<file path="src/rtl/vfirst_scan_if.sv">
// vfirst_scan_if: mask-beat input stream and scalar result bus for vfirst_scan.
interface vfirst_scan_if #(
    parameter int RESP_DATA_WIDTH = 64,
    parameter int REQ_ADDR_WIDTH  = 32,
    parameter int XLEN            = 32
);
    logic                       in_valid;
    logic                       in_first;
    logic                       in_last;
    logic [RESP_DATA_WIDTH-1:0] in_vec;
    logic [RESP_DATA_WIDTH-1:0] in_en;
    logic [REQ_ADDR_WIDTH-1:0]  in_addr;
    logic                       out_valid;
    logic [XLEN-1:0]            out_data;
    logic [REQ_ADDR_WIDTH-1:0]  out_addr;
    modport master (
        output in_valid, in_first, in_last, in_vec, in_en, in_addr,
        input  out_valid, out_data, out_addr
    );
    modport slave (
        input  in_valid, in_first, in_last, in_vec, in_en, in_addr,
        output out_valid, out_data, out_addr
    );
endinterface

</file>
<file path="src/rtl/vfirst_scan.sv">
// vfirst_scan: finds the index of the first enabled set mask element across a multi-beat instruction.
// Pipeline: stage A registers per-beat hit/lowest index, stage B accumulates, output stage registers the result.
module vfirst_scan #(
    parameter int RESP_DATA_WIDTH = 64,
    parameter int REQ_ADDR_WIDTH  = 32,
    parameter int XLEN            = 32
) (
    input logic          clk,
    input logic          rst,
    vfirst_scan_if.slave bus
);
    localparam int LW = $clog2(RESP_DATA_WIDTH);
    typedef enum logic {IDLE, ACTIVE} state_t;
    logic [RESP_DATA_WIDTH-1:0] masked;
    logic [LW-1:0]              lidx, a_lidx;
    logic                       a_valid, a_first, a_last, a_hit;
    logic [REQ_ADDR_WIDTH-1:0]  a_addr, addr, addr_n;
    state_t                     state, state_n;
    logic [XLEN-1:0]            base, base_n, result, result_n, eff_base;
    logic                       found, found_n, eff_found, done, done_n, proc;
    assign masked = bus.in_vec & bus.in_en;
    always_comb begin
        lidx = '0;
        for (int i = RESP_DATA_WIDTH - 1; i >= 0; i--)
            if (masked[i]) lidx = LW'(i);
    end
    always_ff @(posedge clk) begin
        if (rst) begin
            a_valid <= 1'b0;
            a_first <= 1'b0;
            a_last  <= 1'b0;
            a_hit   <= 1'b0;
            a_lidx  <= '0;
            a_addr  <= '0;
        end else begin
            a_valid <= bus.in_valid;
            a_first <= bus.in_valid & bus.in_first;
            a_last  <= bus.in_valid & bus.in_last;
            a_hit   <= bus.in_valid & (|masked);
            a_lidx  <= bus.in_valid ? lidx : '0;
            if (bus.in_valid & bus.in_first) a_addr <= bus.in_addr;
        end
    end
    // A first beat restarts the scan from scratch, even over an unfinished instruction.
    always_comb begin
        proc      = a_valid && (a_first || state == ACTIVE);
        eff_base  = a_first ? '0 : base;
        eff_found = a_first ? 1'b0 : found;
        state_n   = proc ? (a_last ? IDLE : ACTIVE) : state;
        base_n    = proc ? eff_base + XLEN'(RESP_DATA_WIDTH) : base;
        found_n   = proc ? (eff_found | a_hit) : found;
        result_n  = (proc && !eff_found && a_hit) ? eff_base + XLEN'(a_lidx) : result;
        addr_n    = (proc && a_first) ? a_addr : addr;
        done_n    = proc && a_last;
    end
    always_ff @(posedge clk) begin
        if (rst) begin
            state  <= IDLE;
            base   <= '0;
            found  <= 1'b0;
            result <= '0;
            addr   <= '0;
            done   <= 1'b0;
        end else begin
            state  <= state_n;
            base   <= base_n;
            found  <= found_n;
            result <= result_n;
            addr   <= addr_n;
            done   <= done_n;
        end
    end
    always_ff @(posedge clk) begin
        if (rst) begin
            bus.out_valid <= 1'b0;
            bus.out_data  <= '0;
            bus.out_addr  <= '0;
        end else begin
            bus.out_valid <= done;
            if (done) begin
                bus.out_data <= found ? result : '1;
                bus.out_addr <= addr;
            end
        end
    end
endmodule
</file>
<file path="src/flat_wrapper.sv">
// flat-port wrapper written by rule: the top's interface ports become plain ports
module vfirst_scan_flat 
#(
    parameter int RESP_DATA_WIDTH = 64,
    parameter int REQ_ADDR_WIDTH  = 32,
    parameter int XLEN            = 32
)
  (clk, rst, bus_in_valid, bus_in_first, bus_in_last, bus_in_vec, bus_in_en, bus_in_addr, bus_out_valid, bus_out_data, bus_out_addr);
  vfirst_scan_if #(.RESP_DATA_WIDTH(RESP_DATA_WIDTH), .REQ_ADDR_WIDTH(REQ_ADDR_WIDTH), .XLEN(XLEN)) bus_i ();
  input logic clk;
  input logic rst;
  input wire logic [$bits(bus_i.in_valid)-1:0] bus_in_valid;
  input wire logic [$bits(bus_i.in_first)-1:0] bus_in_first;
  input wire logic [$bits(bus_i.in_last)-1:0] bus_in_last;
  input wire logic [$bits(bus_i.in_vec)-1:0] bus_in_vec;
  input wire logic [$bits(bus_i.in_en)-1:0] bus_in_en;
  input wire logic [$bits(bus_i.in_addr)-1:0] bus_in_addr;
  output wire logic [$bits(bus_i.out_valid)-1:0] bus_out_valid;
  output wire logic [$bits(bus_i.out_data)-1:0] bus_out_data;
  output wire logic [$bits(bus_i.out_addr)-1:0] bus_out_addr;
  assign bus_i.in_valid = bus_in_valid;
  assign bus_i.in_first = bus_in_first;
  assign bus_i.in_last = bus_in_last;
  assign bus_i.in_vec = bus_in_vec;
  assign bus_i.in_en = bus_in_en;
  assign bus_i.in_addr = bus_in_addr;
  assign bus_out_valid = bus_i.out_valid;
  assign bus_out_data = bus_i.out_data;
  assign bus_out_addr = bus_i.out_addr;
  vfirst_scan #(.RESP_DATA_WIDTH(RESP_DATA_WIDTH), .REQ_ADDR_WIDTH(REQ_ADDR_WIDTH), .XLEN(XLEN)) u_core (.clk(clk), .rst(rst), .bus(bus_i));
endmodule
</file>
<file path="config.mk">
export PLATFORM = sky130hd
export DESIGN_NAME = vfirst_scan_flat
export DESIGN_NICKNAME = d
export VERILOG_FILES = /design/src/rtl/vfirst_scan_if.sv /design/src/rtl/vfirst_scan.sv /design/src/flat_wrapper.sv
export SDC_FILE = /design/constraint.sdc
export NUM_CORES = 1
export LEC_CHECK = 0
export CAP_MARGIN = 10
export CELL_PAD_IN_SITES_DETAIL_PLACEMENT = 0
export CELL_PAD_IN_SITES_GLOBAL_PLACEMENT = 2
export CORE_MARGIN = 10
export CORE_UTILIZATION = 31
export CTS_CLUSTER_DIAMETER = 100
export DETAILED_ROUTE_END_ITERATION = 8
export MAX_ROUTING_LAYER = met4
export PLACE_DENSITY = 0.95
export SYNTH_ARGS = -nofsm -noshare
export SYNTH_HDL_FRONTEND = slang
export SYNTH_SLANG_ARGS = --single-unit
</file>
<file path="constraint.sdc">
create_clock -name clk -period 4.9 [get_ports clk]
set_input_delay 1.225 -clock clk [delete_from_list [all_inputs] [get_ports clk]]
set_output_delay 1.225 -clock clk [all_outputs]
set_load 0.05 [all_outputs]
</file>
# After elaboration in Yosys (flattened, before gate mapping)
# Cells that the tools add are included.
# word_totals
ff_bits	206
word_cells	109
in_bits	165
output_inout_bits	65
# classes
addsub	2
muxes	67
n_reduce_logical	14
bitwise	6
# ops
cell	count
6-bit 2-to-1 mux	32
5-bit 2-to-1 mux	16
64-bit bitwise AND	1
32-bit 2-to-1 mux	2
64-bit OR reduction	1
34-bit OR reduction	1
32-bit by 6-bit adder with 32-bit output	1
32-bit by 7-bit adder with 32-bit output (second input constant)	1
4-bit 2-to-1 mux	8
18-bit OR reduction	1
3-bit 2-to-1 mux	4
10-bit OR reduction	1
6-bit OR reduction	1
1-bit logical AND	5
2-bit 2-to-1 mux	2
4-bit OR reduction	1
1-bit bitwise AND	3
1-bit 2-to-1 mux	3
3-bit OR reduction	1
1-bit logical NOT	1
1-bit logical OR	1
1-bit inverter	1
1-bit OR	1

# Longest topological paths before layout
# depth
word_depth	64
depth_mapped	14
depth_no_buf	10

# Worst setup path after synthesis
# OpenSTA, ideal clock, no wires.
# synth_path
path_kind	reg2reg
startpoint	register u_core.a_first
endpoint	register u_core.result[28]
stages_incl_launch_ff	15
t_required_ps	4783
t_arrival_ps	2770
setup_slack_ps	2013
setup_time_ps	117
cell_sequence	dfxtp_1 > buf_6 > clkbuf_1 > clkbuf_1 > nor2b_1 > ha_1 > inv_1 > fa_1 > nand2b_1 > a21oi_2 > o21ai_2 > buf_2 > a2111oi_4 > xnor2_1 > a22o_1
# synth_between
word_cells_on_any_way	8
classes_between	add/sub (1); mux (2); reduce/logical (5)
# synth_lines
item	line_no	text
start: declaration	vfirst_scan.sv:16	logic a_valid, a_first, a_last, a_hit;
start signal: assignment	vfirst_scan.sv:37	a_first <= bus.in_valid & bus.in_first;
32-bit 2-to-1 mux	vfirst_scan.sv:47	eff_base = a_first ? '0 : base;
net u_core.eff_base[0]	vfirst_scan.sv:19	logic [XLEN-1:0] base, base_n, result, result_n, eff_base;
32-bit by 6-bit adder with 32-bit output	vfirst_scan.sv:52	result_n = (proc && !eff_found && a_hit) ? eff_base + XLEN'(a_lidx) : result;
end signal: assignment	vfirst_scan.sv:68	result <= result_n;
end: declaration	vfirst_scan.sv:19	
# The timed path passes the listed nets, and every way through them passes these cells.
# A chain may end at the register's enable or synchronous reset.

# Final worst setup path
# layout_path
startpoint	register u_core.a_first
endpoint	register u_core.result[20]
# Same word-level chain as after synthesis.

==> impl_results.md <==
* Critical path start-end classification: flop to flop
* Number of placement rows at 63
* Number of iterations in the first detailed-routing pass at 4
* Drt wl/cell at 16.63 µm
* Unrepaired setup endpoints after global routing: false
* Total clock buffers created by CTS at 21
* Share of cells above drive strength 1 at about 5.6%
* Worst-margin pin slew at 0.9159 ns
* Part of the power in registers at a little under half
* HP Start: u_core.a_last
* Clock insertion delay at the later pin of the skew report at 0.50 ns
* Number of antenna-violating nets in the routed design at 0
* Via count of the routed design at about 8500
* Setup TNS after final layout at 0 ns
* Layout area overhead at 35.11%
* Number of endpoints with negative hold slack in the final report at 0
* Antenna violations before repair at 1
* Startpoint class of the critical path: flop
* Post-synth EDFFs at 0
* Path class of the lowest-slack min-delay path: flop to flop
* Mapped Cells at ~1100
* Kind of end point of the critical path: flop
* H-tree Lvls at 1
* Detailed-route wire length at approximately 29000 µm
* Net switching fraction of the power at between 20 and 25%
* Post-Synthesis Cell Area at about 9400 µm²
* Number of global-route vias before repair at roughly 9000
* RD Place Congestion at around 0.84
* Hold-fix buffers at CTS at 0
* Count of routing violations after the opening detailed-route iteration at slightly above 400
* Worst-case clock skew at between 0.015 and 0.02 ns
* Number of buffers between clock root and the deepest sink at 3
* Highest ir drop seen on vdd at roughly 0.18 mV
* Min-Delay Path Depth at 1
* Proportion of synthesized flip-flops having asynchronous set or reset at 0%
* FF-to-FF path depth at 11
* Vertical extent of the die at between 150 and 200 µm
* Count of cell types in the netlist at 75
* FF-to-FF Start: u_core.a_first
* First-pass GRT wire length at around 47000 µm
* Global router's overall resource usage at roughly 15%
* HPWL reported at the end of detailed placement at ~22000 µm
* LEAKAGE at about 4.4 nW
* Endpoints failing setup at 0
* Pwr Total at approximately 3.6 mW
* Critical Path Fanout Max at 50
* Synthesized netlist net count at about 1300
* Max_slew headroom at about two fifths
* Max Clock Freq at roughly 0.32 GHz
* Min-Delay Endpoint: u_core.state
* DIE WIDTH at between 150 and 200 µm
* Ports placed on the boundary at 230
* Die ar. at around 38000 µm²
* Flops & latches, synth at a little over 200
* Part of the cycle the worst path needs at between 60% and 70%
* Final routed DRC violation total at 0
* Core area at around 30000 µm²
* Average cell area after synthesis at between 8 and 9 µm²
* Count of maximum capacitance violations at 0
* Cts repair resizes at 0
* Power density over cell area at 283.0 nW/µm²
* Cell Int Power at 2.783 mW
* Number of I/O port buffers at about 230
* Clock root buffer master: clkbuf_16
* Terminus of the critical flop-to-flop path: u_core.result[20]
* Reg2reg setup slack at between 1.5 and 2 ns
* Clock tree from TritonCTS: built
* Sequential share of the synthesized area at ~44%
* Initial Utilization at between 30% and 40%
* Maximum number of pins on one net before global-route repair at 75
* Setup fix buffers added after clock tree synthesis at 0
* Comb pwr share at a little over 9%
* Shortest clock period the worst path allows after layout at between 3 and 4 ns
* Global-route congestion overflow total at 0
* Synth Warn # at 0
* Most used flip-flop cell after synthesis: dfxtp_1
* Part of the power in the clock network at ~44%
* Data arrival, critical path at 3.49 ns
* Net Switching at between 800 and 900 µW
* Final Max Tran Viols at 0
* TritonCTS Sinks at slightly above 200
* Clock input transition at the sequential cells of the worst setup and hold paths at roughly 0.06 ns
* Post-layout nets at between 1500 and 2000
* Data required time of the critical path at about 5.3 ns
* Run status: finished, final reports clean
* Routed vias/inst at 4.885
-- worst max path at each step --
| stage | from | to | slack (ns) | cells past startpoint |
|---|---|---|---|---|
| floorplan | u_core.a_first | u_core.result[28] | 2.01 | 14 |
| global placement | bus_in_en[42] | u_core.a_hit | 1.57 | 6 |
| detailed placement | rst | u_core.bus.out_data[11] | 1.55 | 4 |
| CTS | u_core.a_first | u_core.result[20] | 1.80 | 11 |
| global route | u_core.a_first | u_core.result[20] | 1.51 | 11 |
| finish | u_core.a_first | u_core.result[20] | 1.80 | 11 |
-- area by class of cell --
class	count	area [µm²]
clock inverter	8	72.57
multi-input combinational	839	4931
sequential	206	4128
timing repair buffer	242	2387
antenna	1	2.502
clock buffer	29	605.6
tap	390	488.0
fill	3037	17080
inverter	27	101.3
-- flip-flops by register name, summed over array words and instances, names as in the netlist --
| signal | count |
|---|---|
| u_core.a_first | 1 |
| u_core.state | 1 |
| u_core.addr | 32 |
| u_core.bus.out_data | 32 |
| u_core.bus.out_addr | 32 |
| u_core.a_lidx | 6 |
| u_core.a_hit | 1 |
| u_core.a_valid | 1 |
| u_core.a_last | 1 |
| u_core.found | 1 |
| u_core.base | 32 |
| u_core.a_addr | 32 |
| u_core.result | 32 |
| u_core.bus.out_valid | 1 |
| u_core.done | 1 |
-- synth_stat cells (4+ instances only) --
library cell | count | share of area, %
nand2_1 | 240 | 9.6
dfxtp_1 | 206 | 44
nor2_1 | 130 | 5.2
a21oi_1 | 85 | 4.5
clkbuf_1 | 47 | 1.9
mux2i_1 | 32 | 3.4
inv_1 | 27 | 1.1
xnor2_1 | 26 | 2.4
a22oi_1 | 24 | 1.9
nand2b_1 | 22 | 1.5
nand3_1 | 22 | 1.2
a22o_1 | 20 | 1.9
xor2_1 | 20 | 1.9
a311oi_1 | 19 | 1.8
and2_1 | 17 | 1.1
a211oi_1 | 16 | 1.3
o22ai_1 | 15 | 1.0
nor2b_1 | 13 | 0.86
o21ai_0 | 13 | 0.69
nor3_1 | 11 | 0.58
buf_1 | 9 | 0.36
nand4_1 | 8 | 0.53
a32o_1 | 7 | 0.74
ha_1 | 7 | 0.93
a31oi_1 | 6 | 0.40
a221oi_1 | 5 | 0.47
and3_1 | 5 | 0.33
buf_2 | 5 | 0.27
or3_1 | 5 | 0.33
a21boi_0 | 4 | 0.32
-- cells in the final DEF, fill, tap and decap left out, types with 4 or more instances in the layout --
master / count
a311oi_1: 19
nand2_1: 239
a22oi_1: 24
nand4_1: 8
a32o_1: 7
nand3_1: 22
o22ai_1: 15
clkdlybuf4s50_1: 228
xnor2_1: 26
ha_1: 7
clkinv_2: 5
inv_1: 27
nand2b_1: 22
a22o_1: 20
dfxtp_1: 205
o21ai_0: 13
and3_1: 5
xor2_1: 20
a211oi_1: 16
nor3_1: 11
mux2i_1: 32
buf_4: 14
clkbuf_16: 21
clkbuf_8: 5
nor2_1: 130
a21oi_1: 85
a31oi_1: 6
a21boi_0: 4
a221oi_1: 5
and2_1: 17
or3_1: 5
nor2b_1: 13
-- worst max-delay path: stages (launching register included) --
cell and delay (ns):
dfxtp_1 0.31, buf_4 0.40, nor2b_1 0.11, ha_1 0.25
inv_1 0.08, fa_1 0.17, nand2b_1 0.18, a21oi_2 0.09
o21ai_2 0.71, a21boi_0 0.28, xnor2_1 0.21, a22o_1 0.19
-- cell families after synthesis --
| family | after synthesis | synth area share [%] |
|---|---|---|
| AND/OR/NAND/NOR | 505 | 24.77 |
| AO/OA/AOI/OAI | 248 | 18.77 |
| flip-flops | 206 | 43.82 |
| buffers and inverters | 90 | 3.815 |
| XOR/XNOR | 46 | 4.281 |
| multiplexers | 32 | 3.403 |
| adder cells (fa/ha/maj) | 8 | 1.143 |
-- stage by stage --
step	hold slack, ns	util (%)	setup WS [ns]	std cells	area (µm²)
global placement	0.4205	40.37	1.574	1703	12030
detailed placement	0.4244	40.37	1.550	1703	12030
global route	0.4657	42.68	1.511	1742	12720
CTS	0.4387	42.64	1.799	1740	12710
floorplan	0.4049	-	2.013	1135	9412
finish	0.4417	42.68	1.796	1742	12720
-- routing by layer --
| layer | global-route usage, % | up-vias | part of all wire (%) |
|---|---|---|---|
| li1 | - | 4355 | - |
| met1 | 18.69 | 3876 | 46 |
| met2 | 24.71 | 246 | 46 |
| met3 | 3.026 | 33 | 5.8 |
| met4 | 3.748 | 0 | 1.8 |
| met5 | - | - | 0 |
-- power groups by stage --
stage / logic, mW / clock network (mW) / registers [mW]
after global placement: 0.327 / 0 / 1.74
after global routing: 0.358 / 1.67 / 1.70
after detailed placement: 0.328 / 0 / 1.74
final: 0.327 / 1.57 / 1.70
after floorplan: 0.131 / 0 / 1.74
after CTS: 0.329 / 1.61 / 1.70
(Power assumes the default switching activity.)
